===== config.mk =====
export PLATFORM = sky130hd
export DESIGN_NAME = store_commit_flat
export DESIGN_NICKNAME = d
export VERILOG_FILES = /design/src/rtl/store_commit_if.sv /design/src/rtl/store_commit.sv /design/src/flat_wrapper.sv
export SDC_FILE = /design/constraint.sdc
export NUM_CORES = 1
export LEC_CHECK = 0
export ABC_AREA = 1
export BUFFER_PORTS_ARGS = -buffer_cell sky130_fd_sc_hd__buf_4
export CAP_MARGIN = 5
export CELL_PAD_IN_SITES_DETAIL_PLACEMENT = 0
export CELL_PAD_IN_SITES_GLOBAL_PLACEMENT = 1
export CORE_ASPECT_RATIO = 1.25
export CORE_MARGIN = 4
export CORE_UTILIZATION = 33
export DETAILED_ROUTE_END_ITERATION = 8
export PLACE_DENSITY = 0.83
export SLEW_MARGIN = 5
export SYNTH_ARGS = -nofsm -noshare
export SYNTH_HDL_FRONTEND = slang
export SYNTH_SLANG_ARGS = --single-unit

===== constraint.sdc =====
create_clock -name i_clk -period 3.2 [get_ports i_clk]
set_clock_uncertainty 0.2 [all_clocks]
set_input_delay 0.32 -clock i_clk [delete_from_list [all_inputs] [get_ports i_clk]]
set_output_delay 0.32 -clock i_clk [all_outputs]
set_load 0.01 [all_outputs]

===== src/rtl/store_commit_if.sv =====
// Handshake bundle between store_commit and its SAQ / store-data queue / ROB / data-memory neighbours.
// slave is the committer's view; master is the environment's view.
interface store_commit_if #(
   parameter int WIDTH_TAG   = 5,
   parameter int WIDTH_ADDR  = 32,
   parameter int WIDTH_DATA  = 32,
   parameter int WIDTH       = 4,
   parameter int WIDTH_ENTRY = 4 + WIDTH_ADDR + WIDTH_TAG
);
   logic [WIDTH_ENTRY-1:0]  i_entry;
   logic                    i_empty;
   logic [WIDTH_DATA-1:0]   i_data;
   logic [WIDTH_DATA/8-1:0] i_be;
   logic                    i_commit;
   logic                    o_re;
   logic                    o_mem_req;
   logic [WIDTH_ADDR-1:0]   o_mem_addr;
   logic [WIDTH_DATA-1:0]   o_mem_data;
   logic [WIDTH_DATA/8-1:0] o_mem_be;
   logic                    i_mem_ack;
   logic                    o_done;
   logic [WIDTH_TAG-1:0]    o_done_tag;
   logic [WIDTH:0]          o_pending;
   logic                    o_busy;

   modport slave (
      input  i_entry, i_empty, i_data, i_be, i_commit, i_mem_ack,
      output o_re, o_mem_req, o_mem_addr, o_mem_data, o_mem_be,
             o_done, o_done_tag, o_pending, o_busy
   );

   modport master (
      output i_entry, i_empty, i_data, i_be, i_commit, i_mem_ack,
      input  o_re, o_mem_req, o_mem_addr, o_mem_data, o_mem_be,
             o_done, o_done_tag, o_pending, o_busy
   );
endinterface


===== src/rtl/store_commit.sv =====
// Drains the store address queue in program order, writing each retired store to data memory
// with a single-beat req/ack and dequeuing squashed entries without a memory access.
//
// state | meaning
// IDLE  | examining SAQ head; issue write, skip squashed entry, or stall
// REQ   | write request held until ack
// POP   | one-cycle dequeue pulse to SAQ and store data queue
module store_commit #(
   parameter int WIDTH_TAG   = 5,
   parameter int WIDTH_ADDR  = 32,
   parameter int WIDTH_DATA  = 32,
   parameter int WIDTH       = 4,
   parameter int WIDTH_ENTRY = 4 + WIDTH_ADDR + WIDTH_TAG
) (
   input  logic           i_clk,
   input  logic           i_rst,
   store_commit_if.slave  bus
);
   localparam int WIDTH_BE = WIDTH_DATA / 8;
   localparam logic [WIDTH:0] CNT_ONE = {{WIDTH{1'b0}}, 1'b1};

   typedef enum logic [1:0] {IDLE, REQ, POP} state_t;

   state_t                state_q;
   logic [WIDTH:0]        cnt_q, cnt_d;
   logic                  re_q, mem_req_q, done_q;
   logic [WIDTH_ADDR-1:0] addr_q;
   logic [WIDTH_DATA-1:0] data_q;
   logic [WIDTH_BE-1:0]   be_q;
   logic [WIDTH_TAG-1:0]  tag_q;

   logic                  head_a, head_val, head_v, head_d;
   logic [WIDTH_ADDR-1:0] head_addr;
   logic [WIDTH_TAG-1:0]  head_tag;
   logic                  eligible, ack_taken;

   assign head_a    = bus.i_entry[WIDTH_ENTRY-1];
   assign head_val  = bus.i_entry[WIDTH_ENTRY-2];
   assign head_addr = bus.i_entry[WIDTH_ADDR+WIDTH_TAG+1:WIDTH_TAG+2];
   assign head_v    = bus.i_entry[WIDTH_TAG+1];
   assign head_d    = bus.i_entry[WIDTH_TAG];
   assign head_tag  = bus.i_entry[WIDTH_TAG-1:0];

   assign eligible  = !bus.i_empty && head_a;
   assign ack_taken = (state_q == REQ) && bus.i_mem_ack;

   // A commit and an ack in the same cycle cancel out.
   always_comb begin
      cnt_d = cnt_q;
      if (bus.i_commit && !ack_taken)
         cnt_d = cnt_q + CNT_ONE;
      else if (!bus.i_commit && ack_taken)
         cnt_d = cnt_q - CNT_ONE;
   end

   always_ff @(posedge i_clk) begin
      if (i_rst) begin
         state_q   <= IDLE;
         cnt_q     <= '0;
         re_q      <= 1'b0;
         mem_req_q <= 1'b0;
         done_q    <= 1'b0;
         addr_q    <= '0;
         data_q    <= '0;
         be_q      <= '0;
         tag_q     <= '0;
      end else begin
         cnt_q <= cnt_d;
         case (state_q)
            IDLE: begin
               re_q   <= 1'b0;
               done_q <= 1'b0;
               if (eligible && !head_val) begin
                  re_q    <= 1'b1;
                  state_q <= POP;
               end else if (eligible && head_val && head_v && head_d && (cnt_q != '0)) begin
                  addr_q    <= head_addr;
                  data_q    <= bus.i_data;
                  be_q      <= bus.i_be;
                  tag_q     <= head_tag;
                  mem_req_q <= 1'b1;
                  state_q   <= REQ;
               end
            end
            REQ: begin
               if (bus.i_mem_ack) begin
                  mem_req_q <= 1'b0;
                  done_q    <= 1'b1;
                  re_q      <= 1'b1;
                  state_q   <= POP;
               end
            end
            POP: begin
               re_q    <= 1'b0;
               done_q  <= 1'b0;
               state_q <= IDLE;
            end
            default: state_q <= IDLE;
         endcase
      end
   end

   assign bus.o_re       = re_q;
   assign bus.o_mem_req  = mem_req_q;
   assign bus.o_mem_addr = addr_q;
   assign bus.o_mem_data = data_q;
   assign bus.o_mem_be   = be_q;
   assign bus.o_done     = done_q;
   assign bus.o_done_tag = tag_q;
   assign bus.o_pending  = cnt_q;
   assign bus.o_busy     = (state_q != IDLE);
endmodule


===== src/flat_wrapper.sv =====
// flat-port wrapper written by rule: the top's interface ports become plain ports
module store_commit_flat 
#(
   parameter int WIDTH_TAG   = 5,
   parameter int WIDTH_ADDR  = 32,
   parameter int WIDTH_DATA  = 32,
   parameter int WIDTH       = 4,
   parameter int WIDTH_ENTRY = 4 + WIDTH_ADDR + WIDTH_TAG
)
  (i_clk, i_rst, bus_i_entry, bus_i_empty, bus_i_data, bus_i_be, bus_i_commit, bus_i_mem_ack, bus_o_re, bus_o_mem_req, bus_o_mem_addr, bus_o_mem_data, bus_o_mem_be, bus_o_done, bus_o_done_tag, bus_o_pending, bus_o_busy);
  store_commit_if #(.WIDTH_TAG(WIDTH_TAG), .WIDTH_ADDR(WIDTH_ADDR), .WIDTH_DATA(WIDTH_DATA), .WIDTH(WIDTH), .WIDTH_ENTRY(WIDTH_ENTRY)) bus_i ();
  input  logic i_clk;
  input  logic i_rst;
  input wire logic [$bits(bus_i.i_entry)-1:0] bus_i_entry;
  input wire logic [$bits(bus_i.i_empty)-1:0] bus_i_empty;
  input wire logic [$bits(bus_i.i_data)-1:0] bus_i_data;
  input wire logic [$bits(bus_i.i_be)-1:0] bus_i_be;
  input wire logic [$bits(bus_i.i_commit)-1:0] bus_i_commit;
  input wire logic [$bits(bus_i.i_mem_ack)-1:0] bus_i_mem_ack;
  output wire logic [$bits(bus_i.o_re)-1:0] bus_o_re;
  output wire logic [$bits(bus_i.o_mem_req)-1:0] bus_o_mem_req;
  output wire logic [$bits(bus_i.o_mem_addr)-1:0] bus_o_mem_addr;
  output wire logic [$bits(bus_i.o_mem_data)-1:0] bus_o_mem_data;
  output wire logic [$bits(bus_i.o_mem_be)-1:0] bus_o_mem_be;
  output wire logic [$bits(bus_i.o_done)-1:0] bus_o_done;
  output wire logic [$bits(bus_i.o_done_tag)-1:0] bus_o_done_tag;
  output wire logic [$bits(bus_i.o_pending)-1:0] bus_o_pending;
  output wire logic [$bits(bus_i.o_busy)-1:0] bus_o_busy;
  assign bus_i.i_entry = bus_i_entry;
  assign bus_i.i_empty = bus_i_empty;
  assign bus_i.i_data = bus_i_data;
  assign bus_i.i_be = bus_i_be;
  assign bus_i.i_commit = bus_i_commit;
  assign bus_i.i_mem_ack = bus_i_mem_ack;
  assign bus_o_re = bus_i.o_re;
  assign bus_o_mem_req = bus_i.o_mem_req;
  assign bus_o_mem_addr = bus_i.o_mem_addr;
  assign bus_o_mem_data = bus_i.o_mem_data;
  assign bus_o_mem_be = bus_i.o_mem_be;
  assign bus_o_done = bus_i.o_done;
  assign bus_o_done_tag = bus_i.o_done_tag;
  assign bus_o_pending = bus_i.o_pending;
  assign bus_o_busy = bus_i.o_busy;
  store_commit #(.WIDTH_TAG(WIDTH_TAG), .WIDTH_ADDR(WIDTH_ADDR), .WIDTH_DATA(WIDTH_DATA), .WIDTH(WIDTH), .WIDTH_ENTRY(WIDTH_ENTRY)) u_core (.i_clk(i_clk), .i_rst(i_rst), .bus(bus_i));
endmodule

# Yosys cells after proc, flatten, opt, wreduce, memory -nomap -nowiden
# Index checks and enable logic that the tools add are counted.
# totals
in_bits	82
wordCells	58
reg_bits	83
# classes
bitwise_logic	1
add_sub_neg	2
reduce_logical	26
mux	14
n_eq_ne	6
# ops
cell	count
$mux W5	2
$logic_and A1 B1 Y1	9
$reduce_bool A2 Y1	4
$mux W2	3
$reduce_and A2 Y1	3
$add A5 B1 Y5 const B	1
$mux W1	5
$reduce_bool A5 Y1	1
$sub A5 B1 Y5 const B	1
$logic_not A1 Y1	4
$ne A2 B2 Y1 const B	2
$pmux W1 S2	2
$pmux W2 S2	1
$reduce_and A4 Y1	1
$ne A3 B1 Y1 const B	1
$pmux W1 S3	1
$reduce_and A3 Y1	1
$reduce_bool A3 Y1	1
$eq A2 B1 Y1 const B	1
$eq A2 B2 Y1 const B	1
$logic_not A2 Y1	1
$ne A2 B1 Y1 const B	1
$reduce_or A2 Y1	1
$not A1 Y1	1

# Longest topological paths before layout
# depth
ltp_word	9
ltp_mapped	12
depth_no_buf	12

# Least setup slack after synthesis
# No wires, ideal clock.
# synth_timing
kind	register to register
startpoint	register u_core.state_q[1]
endpoint	register u_core.cnt_q[3], in the netlist u_core.bus.o_pending[3]
arrival_time_ns	1.686
slack_ns	1.205
path_buffers	0
period_less_slack_ns	1.995
setup_time_ns	0.109
stages_incl_launch_ff	13
required_ns	2.891
cell_sequence	dfxtp_1 inv_1 ha_1 nand2_1 ha_1 inv_1 ha_1 a21oi_1 a21oi_1 nor2_1 nand2_1 nand2_1 inv_1
# synth_between
elab_chain_len	5
# synth_rtl
element	line	source
start: declaration	store_commit.sv:24	state_t state_q;
start signal: assignment	store_commit.sv:58	state_q <= IDLE;
start signal: assignment	store_commit.sv:75	state_q <= POP;
start signal: assignment	store_commit.sv:82	state_q <= REQ;
$eq A2 B1 Y1 (*)	store_commit.sv:45	assign ack_taken = (state_q == REQ) && bus.i_mem_ack;
$logic_and A1 B1 Y1 (*)	store_commit.sv:45	
$logic_not A1 Y1	store_commit.sv:50	if (bus.i_commit && !ack_taken)
$logic_and A1 B1 Y1	store_commit.sv:50	
$mux W5 / $reduce_bool A2 Y1 (equally long branches)	--	
end signal: assignment	store_commit.sv:68	cnt_q <= cnt_d;
end: declaration	store_commit.sv:25	logic [WIDTH:0] cnt_q, cnt_d;
# Every way passes the cells marked *; elsewhere a longest branch is shown, timed or not.
# A chain may end at the register's enable or synchronous reset.

# Final worst setup path
# layout_timing
startpoint	register u_core.state_q[1]
endpoint	register u_core.be_q[2], in the netlist u_core.bus.o_mem_be[2]
# layout_between
elab_chain_len	2
# layout_rtl
element	line	source
$logic_not A2 Y1	store_commit.sv:69	case (state_q)
$reduce_and A3 Y1 (no line)	--	
end signal: assignment	store_commit.sv:79	be_q <= bus.i_be;
end: declaration	store_commit.sv:29	logic [WIDTH_BE-1:0] be_q;
# Every way passes these cells.

==> metrics.yaml <==
yosys_warnings: 0
fin_crit_sh: 0.7366
syn_avg_cell_area_um2: 7.762
arrival_ns: 2.37
cts_root_buf: "clkbuf_16"
tightest_slew_ns: 0.9524
cp-end-kind: "register"
slew_headroom: 0.3643
ys_seq_area_frac: 0.5183
fin_tns_setup_ns: 0
final_common_cell: "buf_4"
dr.first_iter.drc_count: 102
routed_wl_mm: 8.975
reg2reg_to: "u_core.bus.o_mem_be[2]$_SDFFE_PP0P_"
rsz0062_at_grt: "no"
max_freq_mhz: 424.2
synth_fp_nets: 504
final-max-slew-violation-count: 0
nets: 681
portBuffers: 163
setup_violations: 0
die_w_um: 96.16
endpoint: "u_core.bus.o_mem_be[2]$_SDFFE_PP0P_"
wl_per_cell_um: 12.50
postRouteAntennaNets: 0
track_usage: 0.1631
startpoint: "u_core.state_q[1]$_SDFFE_PP0P_"
grt_pass1_vias: 3187
fin_area_um2: 4959
die_h_um: 118.2
ctsHoldBuffers: 23
hold_viol: 0
placementRows: 39
ctsHtreeMaxLevel: 3
synth.distinct_cells: 24
floorplan.initialDensity: 0.3439
criticalPathCategory: "reg -> reg"
clk_latency_ns: 0.33
drive_gt1_frac: 0.3109
dieArea_um2: 11360
p_per_area_nw_per_um2: 468.8
final_cell_mix: "buf_4, nor2_1, dfxtp_1"
final_core_utilization: 0.5320
vias_per_cell: 4.538
antenna_found_initial: 0
synth_area_um2: 3206
area_delta_synth_final_pct: 54.68
route.vias.total: 3258
syn_inst: 413
antenna_cells: 0
gp_congestion: 0.7720
grt_pass1_wl_mm: 14.85
grt-ovfl-total: 0
core_area_um2: 9320
cts-buffers-inserted: 9
route.detailed.drc: 0
crit_path_max_fanout: 73
worstPathRequired_ns: 3.22
cts_sinks: 83
status: "complete, no violations"
dr.pass1.iters: 4
placed_area_um2: 4444
r2r-start: "u_core.state_q[1]$_SDFFE_PP0P_"
grt_max_degree: 75
r2r_cells: 7
ys_ff_latch: 83
critPathLaunchType: "register"
cts_tree: "done"
cts_buffer_depth: 2
cts_setup_buffers: 0
p_leak_nw: 2.508
min_period_ns: 2.357
cts_resized: 0
ff2ff_setup_slack_ns: 0.84
drv_cap: 0
path_clk_slew_ns: 0.06
place_hpwl_mm: 6.140
pin_count: 164
hp-class: "in -> reg"
ir_drop_uv: 256.1
## layer usage
layer | global-route usage | vias to the layer above | routed length (µm)
li1 | - | 1679 | -
met1 | 0.1936 | 1453 | 3666
met2 | 0.2631 | 113 | 4359
met3 | 0.04765 | 13 | 763
met4 | 0.08185 | 0 | 186
met5 | 0 | - | 0
## kinds of logic (layout without fill, tap and decap cells)
| family | Yosys count | count (layout) | synth area share |
|---|---|---|---|
| buffers and inverters | 39 | 221 | 0.06675 |
| and+or+nand+nor | 191 | 191 | 0.2315 |
| DFF | 83 | 83 | 0.5183 |
| xor gates and xnor gates | 3 | 3 | 0.008198 |
| adders and majority gates | 9 | 9 | 0.03747 |
| AOI/OAI and AO/OA | 88 | 88 | 0.1378 |
## state kept, by name (all words and copies together) (netlist names)
| name | count |
|---|---|
| u_core.bus.o_mem_req | 1 |
| u_core.bus.o_mem_be | 4 |
| u_core.bus.o_done | 1 |
| u_core.bus.o_re | 1 |
| u_core.bus.o_done_tag | 5 |
| u_core.bus.o_pending | 5 |
| u_core.bus.o_mem_data | 32 |
| u_core.state_q | 2 |
| u_core.bus.o_mem_addr | 32 |
## synth_stat cells
library cell  instances  area share
inv_1                14       0.016
or2_2                 1      0.0020
nand2_1              19       0.022
xnor2_1               1      0.0027
o21ai_1              32       0.050
nor2_4                1      0.0035
buf_6                 7       0.025
clkbuf_1              5      0.0059
nand3_1               8       0.012
ha_1                  8       0.031
dfxtp_1              83        0.52
nor2_1              160        0.19
nor2_2                1      0.0020
nand2_2               1      0.0020
buf_2                 8       0.012
fa_1                  1      0.0062
xor2_1                2      0.0055
inv_2                 2      0.0023
buf_1                 1      0.0012
clkbuf_2              1      0.0016
a21oi_1               9       0.014
o21ai_0              46       0.072
buf_4                 1      0.0023
a31oi_1               1      0.0020
## worst max-delay path, stage by stage, from the launching register on
cell and delay, ns:
dfxtp_1 0.33, inv_1 0.10, ha_1 0.21, nand2_1 0.11
nor2_4 0.13, clkinv_2 0.73, nor2_1 0.35, nor2_1 0.08
## report_power, final
group	leakage, nW	internal (mW)	switching, mW
combinational	1.70	0.162	0.128
clock	0.133	0.546	0.400
sequential	0.672	1.06	0.0241
total	2.51	1.77	0.553
## per-stage QoR
step / power (mW) / instances / setup WS (ns) / hold WS, ns
2_1_floorplan: 1.230 / 413 / 1.205 / 0.1891
3_3_place_gp: 1.377 / 678 / 0.9630 / 0.2779
3_5_place_dp: 1.381 / 678 / 0.9150 / 0.2868
4_1_cts: 2.360 / 717 / 0.8970 / 0.0002217
5_1_grt: 2.440 / 718 / 0.5153 / 0.01115
6_report: 2.325 / 718 / 0.8428 / 0.008675
## how the worst min path moves through the flow
stage | start | end | cells after the start
6_report | bus_i_data[7] | u_core.bus.o_mem_data[7]$_SDFFE_PP0P_ | 3
4_1_cts | bus_i_entry[32] | u_core.bus.o_mem_addr[25]$_SDFFE_PP0P_ | 3
2_1_floorplan | i_rst | u_core.bus.o_pending[4]$_SDFFE_PP0P_ | 1
3_3_place_gp | u_core.bus.o_mem_req$_SDFFE_PP0P_ | u_core.bus.o_mem_req$_SDFFE_PP0P_ | 2
3_5_place_dp | u_core.bus.o_mem_data[30]$_SDFFE_PP0P_ | u_core.bus.o_mem_data[30]$_SDFFE_PP0P_ | 2
5_1_grt | i_rst | u_core.bus.o_pending[4]$_SDFFE_PP0P_ | 2
## layout make-up
cell class | count | area, µm²
well taps | 123 | 153.9
repair buffers | 189 | 1479
fillers | 898 | 4362
inverters | 16 | 61.31
clock buffers | 12 | 246.5
flip-flops and latches | 83 | 1662
clock inverters | 4 | 26.28
multi-input cells | 291 | 1330
(Power assumes the default switching activity.)
